`src/rtl/pid_axis_scheduler.sv`:
```
// rtl/pid_axis_scheduler.sv - time-shares one PID engine across X/Y/Z axes
// Captures wrapped per-axis errors, keeps per-axis context, publishes outputs atomically.
module pid_axis_scheduler #(
  parameter int WIDTH     = 9,
  parameter int ACC_WIDTH = 16,
  parameter int WRAP      = 360
) (
  input  logic                 clock,
  input  logic                 reset_n,
  input  logic                 start,
  input  logic                 clear_ctx,
  input  logic                 sample_valid,
  output logic                 sample_ready,
  input  logic [WIDTH-1:0]     mpu_x,
  input  logic [WIDTH-1:0]     mpu_y,
  input  logic [WIDTH-1:0]     mpu_z,
  input  logic [WIDTH-1:0]     set_x,
  input  logic [WIDTH-1:0]     set_y,
  input  logic [WIDTH-1:0]     set_z,
  output logic                 eng_req,
  output logic [1:0]           eng_axis,
  output logic [WIDTH:0]       eng_error,
  output logic [WIDTH:0]       eng_prev_error,
  output logic [ACC_WIDTH-1:0] eng_integral,
  input  logic                 eng_ack,
  input  logic [WIDTH:0]       eng_out,
  input  logic [ACC_WIDTH-1:0] eng_integral_next,
  output logic [WIDTH:0]       out_x,
  output logic [WIDTH:0]       out_y,
  output logic [WIDTH:0]       out_z,
  output logic                 out_valid,
  output logic                 busy,
  output logic                 overrun
);

  typedef enum logic [1:0] {IDLE, READY, ISSUE, DONE} state_t;

  state_t               state_q, state_d;
  logic [1:0]           axis_q;
  logic [WIDTH:0]       err_q    [3];
  logic [WIDTH:0]       prev_q   [3];
  logic [ACC_WIDTH-1:0] integ_q  [3];
  logic [WIDTH:0]       shadow_q [2];
  logic                 accept;
  logic                 ctx_clear;
  logic                 ack_take;

  // Shortest-path angular error; exactly +/-WRAP/2 is left as computed.
  function automatic logic [WIDTH:0] wrap_err(input logic [WIDTH-1:0] set_a,
                                              input logic [WIDTH-1:0] meas_a);
    int d;
    d = int'(set_a) - int'(meas_a);
    if (WRAP != 0) begin
      if (d > WRAP / 2)
        d = d - WRAP;
      else if (d < -(WRAP / 2))
        d = d + WRAP;
    end
    return d[WIDTH:0];
  endfunction

  assign accept    = (state_q == READY) && sample_valid;
  assign ctx_clear = clear_ctx && ((state_q == IDLE) || (state_q == READY));
  assign ack_take  = (state_q == ISSUE) && eng_ack;

  assign sample_ready   = (state_q == READY);
  assign eng_req        = (state_q == ISSUE);
  assign out_valid      = (state_q == DONE);
  assign busy           = (state_q == ISSUE) || (state_q == DONE);
  assign eng_axis       = axis_q;
  assign eng_error      = err_q[axis_q];
  assign eng_prev_error = prev_q[axis_q];
  assign eng_integral   = integ_q[axis_q];

  always_comb begin
    state_d = state_q;
    case (state_q)
      IDLE:    if (start) state_d = READY;
      READY: begin
        if (sample_valid)
          state_d = ISSUE;
        else if (!start)
          state_d = IDLE;
      end
      ISSUE:   if (eng_ack && (axis_q == 2'd2)) state_d = DONE;
      DONE:    state_d = start ? READY : IDLE;
      default: state_d = IDLE;
    endcase
  end

  always_ff @(posedge clock or negedge reset_n) begin
    if (!reset_n) begin
      state_q <= IDLE;
      axis_q  <= '0;
      out_x   <= '0;
      out_y   <= '0;
      out_z   <= '0;
      overrun <= 1'b0;
      for (int i = 0; i < 3; i++) begin
        err_q[i]   <= '0;
        prev_q[i]  <= '0;
        integ_q[i] <= '0;
      end
      for (int i = 0; i < 2; i++) shadow_q[i] <= '0;
    end else begin
      state_q <= state_d;
      if (ctx_clear) begin
        overrun <= 1'b0;
        for (int i = 0; i < 3; i++) begin
          prev_q[i]  <= '0;
          integ_q[i] <= '0;
        end
      end
      // A dropped sample outranks a same-cycle clear: the loss must stay visible.
      if (sample_valid && (state_q != READY))
        overrun <= 1'b1;
      if (accept) begin
        err_q[0] <= wrap_err(set_x, mpu_x);
        err_q[1] <= wrap_err(set_y, mpu_y);
        err_q[2] <= wrap_err(set_z, mpu_z);
        axis_q   <= 2'd0;
      end
      if (ack_take) begin
        integ_q[axis_q] <= eng_integral_next;
        prev_q[axis_q]  <= err_q[axis_q];
        // Outputs load together on entry to DONE so they coincide with out_valid.
        if (axis_q == 2'd2) begin
          out_x <= shadow_q[0];
          out_y <= shadow_q[1];
          out_z <= eng_out;
        end else begin
          shadow_q[axis_q[0]] <= eng_out;
          axis_q              <= axis_q + 2'd1;
        end
      end
    end
  end

endmodule

```
`config.mk`:
```
export PLATFORM = sky130hd
export DESIGN_NAME = pid_axis_scheduler
export DESIGN_NICKNAME = d
export VERILOG_FILES = /design/src/rtl/pid_axis_scheduler.sv
export SDC_FILE = /design/constraint.sdc
export NUM_CORES = 1
export LEC_CHECK = 0
export CORE_UTILIZATION = 49
export DETAILED_ROUTE_END_ITERATION = 8
export PLACE_DENSITY = 0.77
export SETUP_SLACK_MARGIN = 0.15
export SYNTH_ARGS = -nofsm -noshare
export SYNTH_HDL_FRONTEND = slang
export SYNTH_SLANG_ARGS = --single-unit
```
`constraint.sdc`:
```
create_clock -name clock -period 1.94 [get_ports clock]
set_input_delay 0.291 -clock clock [delete_from_list [all_inputs] [get_ports clock]]
set_output_delay 0.291 -clock clock [all_outputs]
set_load 0.02 [all_outputs]
```
After elaboration in Yosys (flattened, before gate mapping)
Cells that the tools add are included.
{"block": "word_totals", "reg_bits": 163, "latchBits": 0, "mem_bits_rw": 0, "romBits": 0, "input_bits": 86, "out_inout_bits": 73, "elab_cells": 101, "memories": 0}
{"block": "classes", "addsub": 10, "n_mul": 0, "div_mod_pow": 0, "magnitude_cmp": 10, "eq_ne": 8, "shifts": 0, "n_mux": 39, "bitwise": 3, "n_reduce_logical": 14}
{"op": "10-bit 2-to-1 mux", "count": 12}
{"op": "48-bit 2-to-1 mux", "count": 2}
{"op": "30-bit 2-to-1 mux", "count": 2}
{"op": "48-bit bitwise mux", "count": 1}
{"op": "16-bit 2-to-1 mux", "count": 3}
{"op": "10-bit binary-select mux with 2-bit select", "count": 2}
{"op": "16-bit binary-select mux with 2-bit select", "count": 1}
{"op": "16-bit demux with 2-bit select", "count": 1}
{"op": "10-bit adder (second input constant)", "count": 3}
{"op": "30-bit bitwise mux", "count": 1}
{"op": "10-bit by 9-bit > comparator with 1-bit output (second input constant)", "count": 3}
{"op": "10-bit by 9-bit less-than comparator with 1-bit output (second input constant)", "count": 3}
{"op": "10-bit subtractor (second input constant)", "count": 3}
{"op": "9-bit by 9-bit subtractor with 10-bit output", "count": 3}
{"op": "20-bit bitwise mux", "count": 1}
{"op": "10-bit demux with 2-bit select", "count": 1}
{"op": "2-bit 2-to-1 mux", "count": 7}
{"op": "10-bit demux with 1-bit select", "count": 1}
{"op": "2-bit case mux with 4 select lines", "count": 1}
{"op": "1-bit logical AND", "count": 7}
{"op": "2-bit == test (second input constant)", "count": 3}
{"op": "2-bit by 1-bit != test with 1-bit output (second input constant)", "count": 2}
{"op": "2-bit AND reduction", "count": 2}
{"op": "3-bit >= comparator (second input constant)", "count": 1}
{"op": "15 further kinds", "count": 18}

Logic depth before layout (Yosys ltp)
{"block": "logic_depth", "word_depth": 7, "mapped_depth": 12, "mapped_depth_nobuf": 12}

Least setup slack after synthesis
OpenSTA, ideal clock, no wires.
{"block": "synth_timing", "path_kind": "input -> register", "start": "in set_z[0]", "end": "reg err_q[4] (netlist bit)", "setup_ns": 0.069, "arrival_time_ns": 2.567, "t_required_ns": 1.871, "path_slack_ns": -0.695, "cell_stages": 12, "path_cell_list": "inv_1 -> ha_1 -> fa_1 -> nor2b_1 -> o22a_1 -> xnor2_2 -> inv_1 -> a221o_1 -> a21oi_4 -> o21ai_2 -> a2111o_1 -> nand3_1"}
{"block": "synth_between", "elab_chain_len": 4, "word_cells_on_any_way": 7, "classes_between": "3 x add/sub; 2 x order compare; 2 x mux"}
{"element": "start, declared", "line": "19", "rtl": "input logic [WIDTH-1:0] set_z,"}
{"element": "9-bit by 9-bit subtractor with 10-bit output (*)", "line": "52", "rtl": "d = int'(set_a) - int'(meas_a);"}
{"element": "10-bit adder or 10-bit by 9-bit less-than comparator with 1-bit output (tied branches)", "line": "57, 56"}
{"element": "10-bit 2-to-1 mux", "line": "56", "rtl": "else if (d < -(WRAP / 2))"}
{"element": "10-bit 2-to-1 mux (*)", "line": "54", "rtl": "if (d > WRAP / 2)"}
{"element": "end, declared", "line": "40", "rtl": "logic [WIDTH:0] err_q [3];"}
Every way passes the cells marked *; elsewhere a longest branch is shown, timed or not.
A chain may end at the register's enable or synchronous reset.

Final worst setup path
{"block": "layout_timing", "start": "in set_y[0]", "end": "reg err_q[17] (netlist bit)"}
{"block": "layout_between", "elab_chain_len": 4, "word_cells_on_any_way": 7, "classes_between": "3 x add/sub; 2 x order compare; 2 x mux"}
{"element": "start, declared", "line": "18", "rtl": "input logic [WIDTH-1:0] set_y,"}
{"element": "9-bit by 9-bit subtractor with 10-bit output (*)", "line": "52"}
{"element": "10-bit adder or 10-bit by 9-bit less-than comparator with 1-bit output (tied branches)", "line": "57, 56"}
{"element": "10-bit 2-to-1 mux", "line": "56"}
{"element": "10-bit 2-to-1 mux (*)", "line": "54"}
Marks and branches as above.

==> key figures <==
Run status
  • Status: finished with violations
  • Failing checks: setup timing

Yosys
  • Synth Area in Compound Gates: 17.29%
  • Post-synthesis cell type count: 85
  • Synth Area in XOR/XNOR: 2.647%
  • Seq cells post-synth: 163
  • Synth Net Count: 1,227
  • Synthesized cell area: 9547 um2
  • Syn Inst Count: 1,102
  • Main area contributors after synthesis: dfrtp_1, nand2_1, o21ai_0, ha_1, mux2i_1
  • Post-synthesis sequential area ratio: 42.73%
  • Main combinational cell family by area after synthesis: simple AND/OR/NAND/NOR gates
  • Fraction of the mapped netlist area in adder cells: 5.347%
  • Simple logic cell fraction of the synthesized area: 21.43%
  • Post-synth top area cell: dfrtp_1
  • Asr flop ratio synth: 100.0%
  • Post-synth top area share: 42.73%
  • Synth Area per Inst: 8.663 um2
  • Post-synth EDFFs: 0
  • YS warnings: 0
  • Most instantiated cells after synthesis: nand2_1, dfrtp_1, o21ai_0
  • Mux contribution to synthesized area: 5.937%
  • Most used DFF post-synth: dfrtp_1
  • Top-count cell post-synth: nand2_1

Worst setup path
  • WP data required: 2.24 ns
  • Setup CP Type: in2reg
  • Crit Path Max Fanout: 5
  • CP Launch Type: primary input
  • CP max stage delay: 0.45 ns
  • Buf/Inv on CP: 3
  • Crit path cell chain: buf_8 -> inv_12 -> ha_4 -> fa_2 -> nor2b_4 -> o22a_1 -> xnor2_4 -> inv_2 -> o21a_1 -> a221o_2 -> o311a_1 -> o211ai_1 -> o311ai_1
  • CP delay by family, top: compound AO/OA/AOI/OAI gates
  • Arr. time, crit path: 2.64 ns
  • Critical path capture point type: register
  • Slowest CP cell: a221o_2

Job
  • Max Cap Viol: 0

Place
  • Pre-CTS WS: -1.272 ns
  • Placed Cells: 1,623
  • Post-DP Area: 13,060 um2
  • Placer Congestion: 0.9054
  • Detail Placement HPWL: 17.97 mm
  • Port Buffer Count: 158

Clock network
  • Clk_lat worst skew: 0.43 ns
  • CTS max path bufs: 2
  • H-tree levels: 4
  • Total CTS buffers: 17
  • CTS tree: done
  • Clk pin slew, worst setup/hold paths: 0.07 ns
  • Root buf cell: clkbuf_16
  • Clock sink total: 163

Global routing
  • Initial antenna violation count: 0
  • Number of global-route vias before repair: 9,267
  • Largest net degree at the start of global routing: 59
  • Gr usage total: 28.80%
  • First-pass GRT wire length: 46.01 mm
  • GR Overflow Total: 0

Floorplanning
  • Rows: 50
  • Die area: 20,040 um2
  • IO Count: 159
  • Initial Util: 50.53%
  • Die width: 141.6 um
  • CORE AREA: 18,890 um2
  • Die H: 141.6 um

STA
  • Fin crit period: 2.344 ns
  • Min setup slack post-route: -0.4040 ns
  • Fmax: 426.6 MHz
  • Worst Tran Pin Value: 0.5133 ns
  • Final Slew Violations: 0
  • Clock skew: 0.01379 ns
  • RSZ-0062 raised after global routing: yes
  • Final Setup Violations: 57
  • Rel. slew slack: 65.59%
  • Final worst-path cycle share: 120.8%
  • Fin Hold WS: 0.2549 ns
  • Final Hold Viols: 0

Pwr
  • NetSw: 7.625 mW
  • Cell Pwr Density: 1214 nW/um2
  • Combinational share of power: 54.9%
  • Clock network power share: 17.7%
  • VDD IR-drop max: 0.8373 mV
  • P_int: 11.33 mW
  • Sequential power share: 27.4%
  • Leakage power: 7.452 nW
  • Switching Share: 40.23%

Drt
  • Mean routed wirelength per cell: 18.55 um
  • 1st-pass router iterations: 7
  • Antenna-violating nets left: 0
  • Vias: 9,980
  • DR DRC count: 0
  • Drt initial violations: 810
  • DRT Wirelength: 32.25 mm
  • DR vias/cell: 5.739

Finish
  • Final core area utilization: 82.61%
  • Final nets: 1,591
  • Ant diodes: 0
  • Non-Filler Instances: 1,739
  • Post-route cell area: 15,610 um2
  • Synthesis-to-finish area growth: 63.49%
  • Register area: 4081 um2
  • Area taken by multi-input logic gates: 6510 um2
  • Fraction of layout cells with a size suffix above 1: 42.80%
  • Filler Cells Inserted: 1,044

Min path
  • Worst Hold Class: in2async
-- stage by stage --
step	power, mW	setup TNS, ns
global route	19.74	-15.76
detailed placement	12.60	-27.85
CTS	17.17	-7.659
finish	18.95	-12.37
floorplan	9.185	-8.609
global placement	12.44	-27.10
-- power by group through the flow --
stage          clock, mW  sequential (mW)  combinational, mW
2_1_floorplan          0             5.17               4.02
4_1_cts             3.37             5.05               8.75
3_5_place_dp           0             5.07               7.52
6_report            3.35             5.19               10.4
3_3_place_gp           0             5.03               7.41
5_1_grt             3.50             5.27               11.0
-- registers in the layout (all words and copies together) (netlist names), named ones only --
| register | flops |
|---|---|
| out_z | 10 |
| shadow_q | 20 |
| overrun | 1 |
| state_q | 1 |
| out_y | 10 |
| out_x | 10 |
| integ_q | 48 |
| err_q | 30 |
| prev_q | 30 |
| eng_axis | 2 |
-- metal layers --
metal	global-route usage [%]	vias up	share of wire, %
met5	0	-	0
met4	9.847	0	3.5
met3	5.299	106	5.7
met2	50.17	467	52
met1	35.91	4881	39
li1	-	4526	-
-- cell families (layout without fill, tap and decap cells) --
kind of cell / after synthesis / after routing
AND/OR/NAND/NOR: 470 / 470
AO/OA/AOI/OAI: 243 / 243
flip-flops: 163 / 163
buffers and inverters: 108 / 485
multiplexers: 54 / 54
adder cells (fa/ha/maj): 39 / 39
XOR/XNOR: 25 / 25
-- cells in the final DEF, fill, tap and decap left out, drive strengths merged, types with 5 or more instances in the layout --
cell / netlist / final
dlygate4sd2: 0 / 12
clkbuf: 43 / 31
ha: 36 / 36
nand2: 293 / 293
nor2b: 8 / 8
clkinv: 0 / 6
or2: 12 / 12
a211oi: 6 / 6
xor2: 8 / 8
xnor2: 17 / 17
nor2: 37 / 37
a21oi: 36 / 36
clkdlybuf4s50: 0 / 67
or3: 5 / 5
o22ai: 6 / 6
dfrtp: 163 / 163
o21a: 11 / 11
o221ai: 6 / 6
buf: 17 / 302
clkdlybuf4s15: 0 / 8
and2: 9 / 9
nand2b: 5 / 5
o211ai: 6 / 6
nand3: 71 / 71
nor3: 12 / 12
mux2: 11 / 11
mux2i: 42 / 42
a21o: 8 / 8
inv: 48 / 55
o21ai: 115 / 115
o311a: 5 / 5
nor4: 7 / 7
-- worst paths after layout --
path | startpoint | endpoint | slack [ns] | depth (start not counted)
min in group clock | mpu_y[0] | err_q[10] | 0.27 | 3
worst max register to register | eng_axis[1] | prev_q[27] | 0.09 | 10
worst min-delay path | reset_n | integ_q[13] | 0.25 | 2
worst min register to register | shadow_q[6] | out_y[6] | 0.47 | 2
max in group asynchronous | reset_n | err_q[26] | 1.12 | 3
worst max-delay path | set_y[0] | err_q[17] | -0.40 | 13
-- layout make-up --
type | instances | area share, %
Multi-Input combinational cell | 831 | 41.71
Sequential cell | 163 | 26.15
Clock buffer | 17 | 2.726
Timing Repair Buffer | 405 | 24.79
Clock inverter | 15 | 1.066
Inverter | 48 | 1.475
Tap cell | 260 | 2.084
-- repair_timing --
action,in CTS,in global routing
pin swaps,126,93
hold buffers,1,0
endpoints found under the hold margin,163,0
setup endpoints to repair,78,65
resized for setup,496,187
cloned,1,0
buffers inserted,50,32
(Power assumes the default switching activity.)
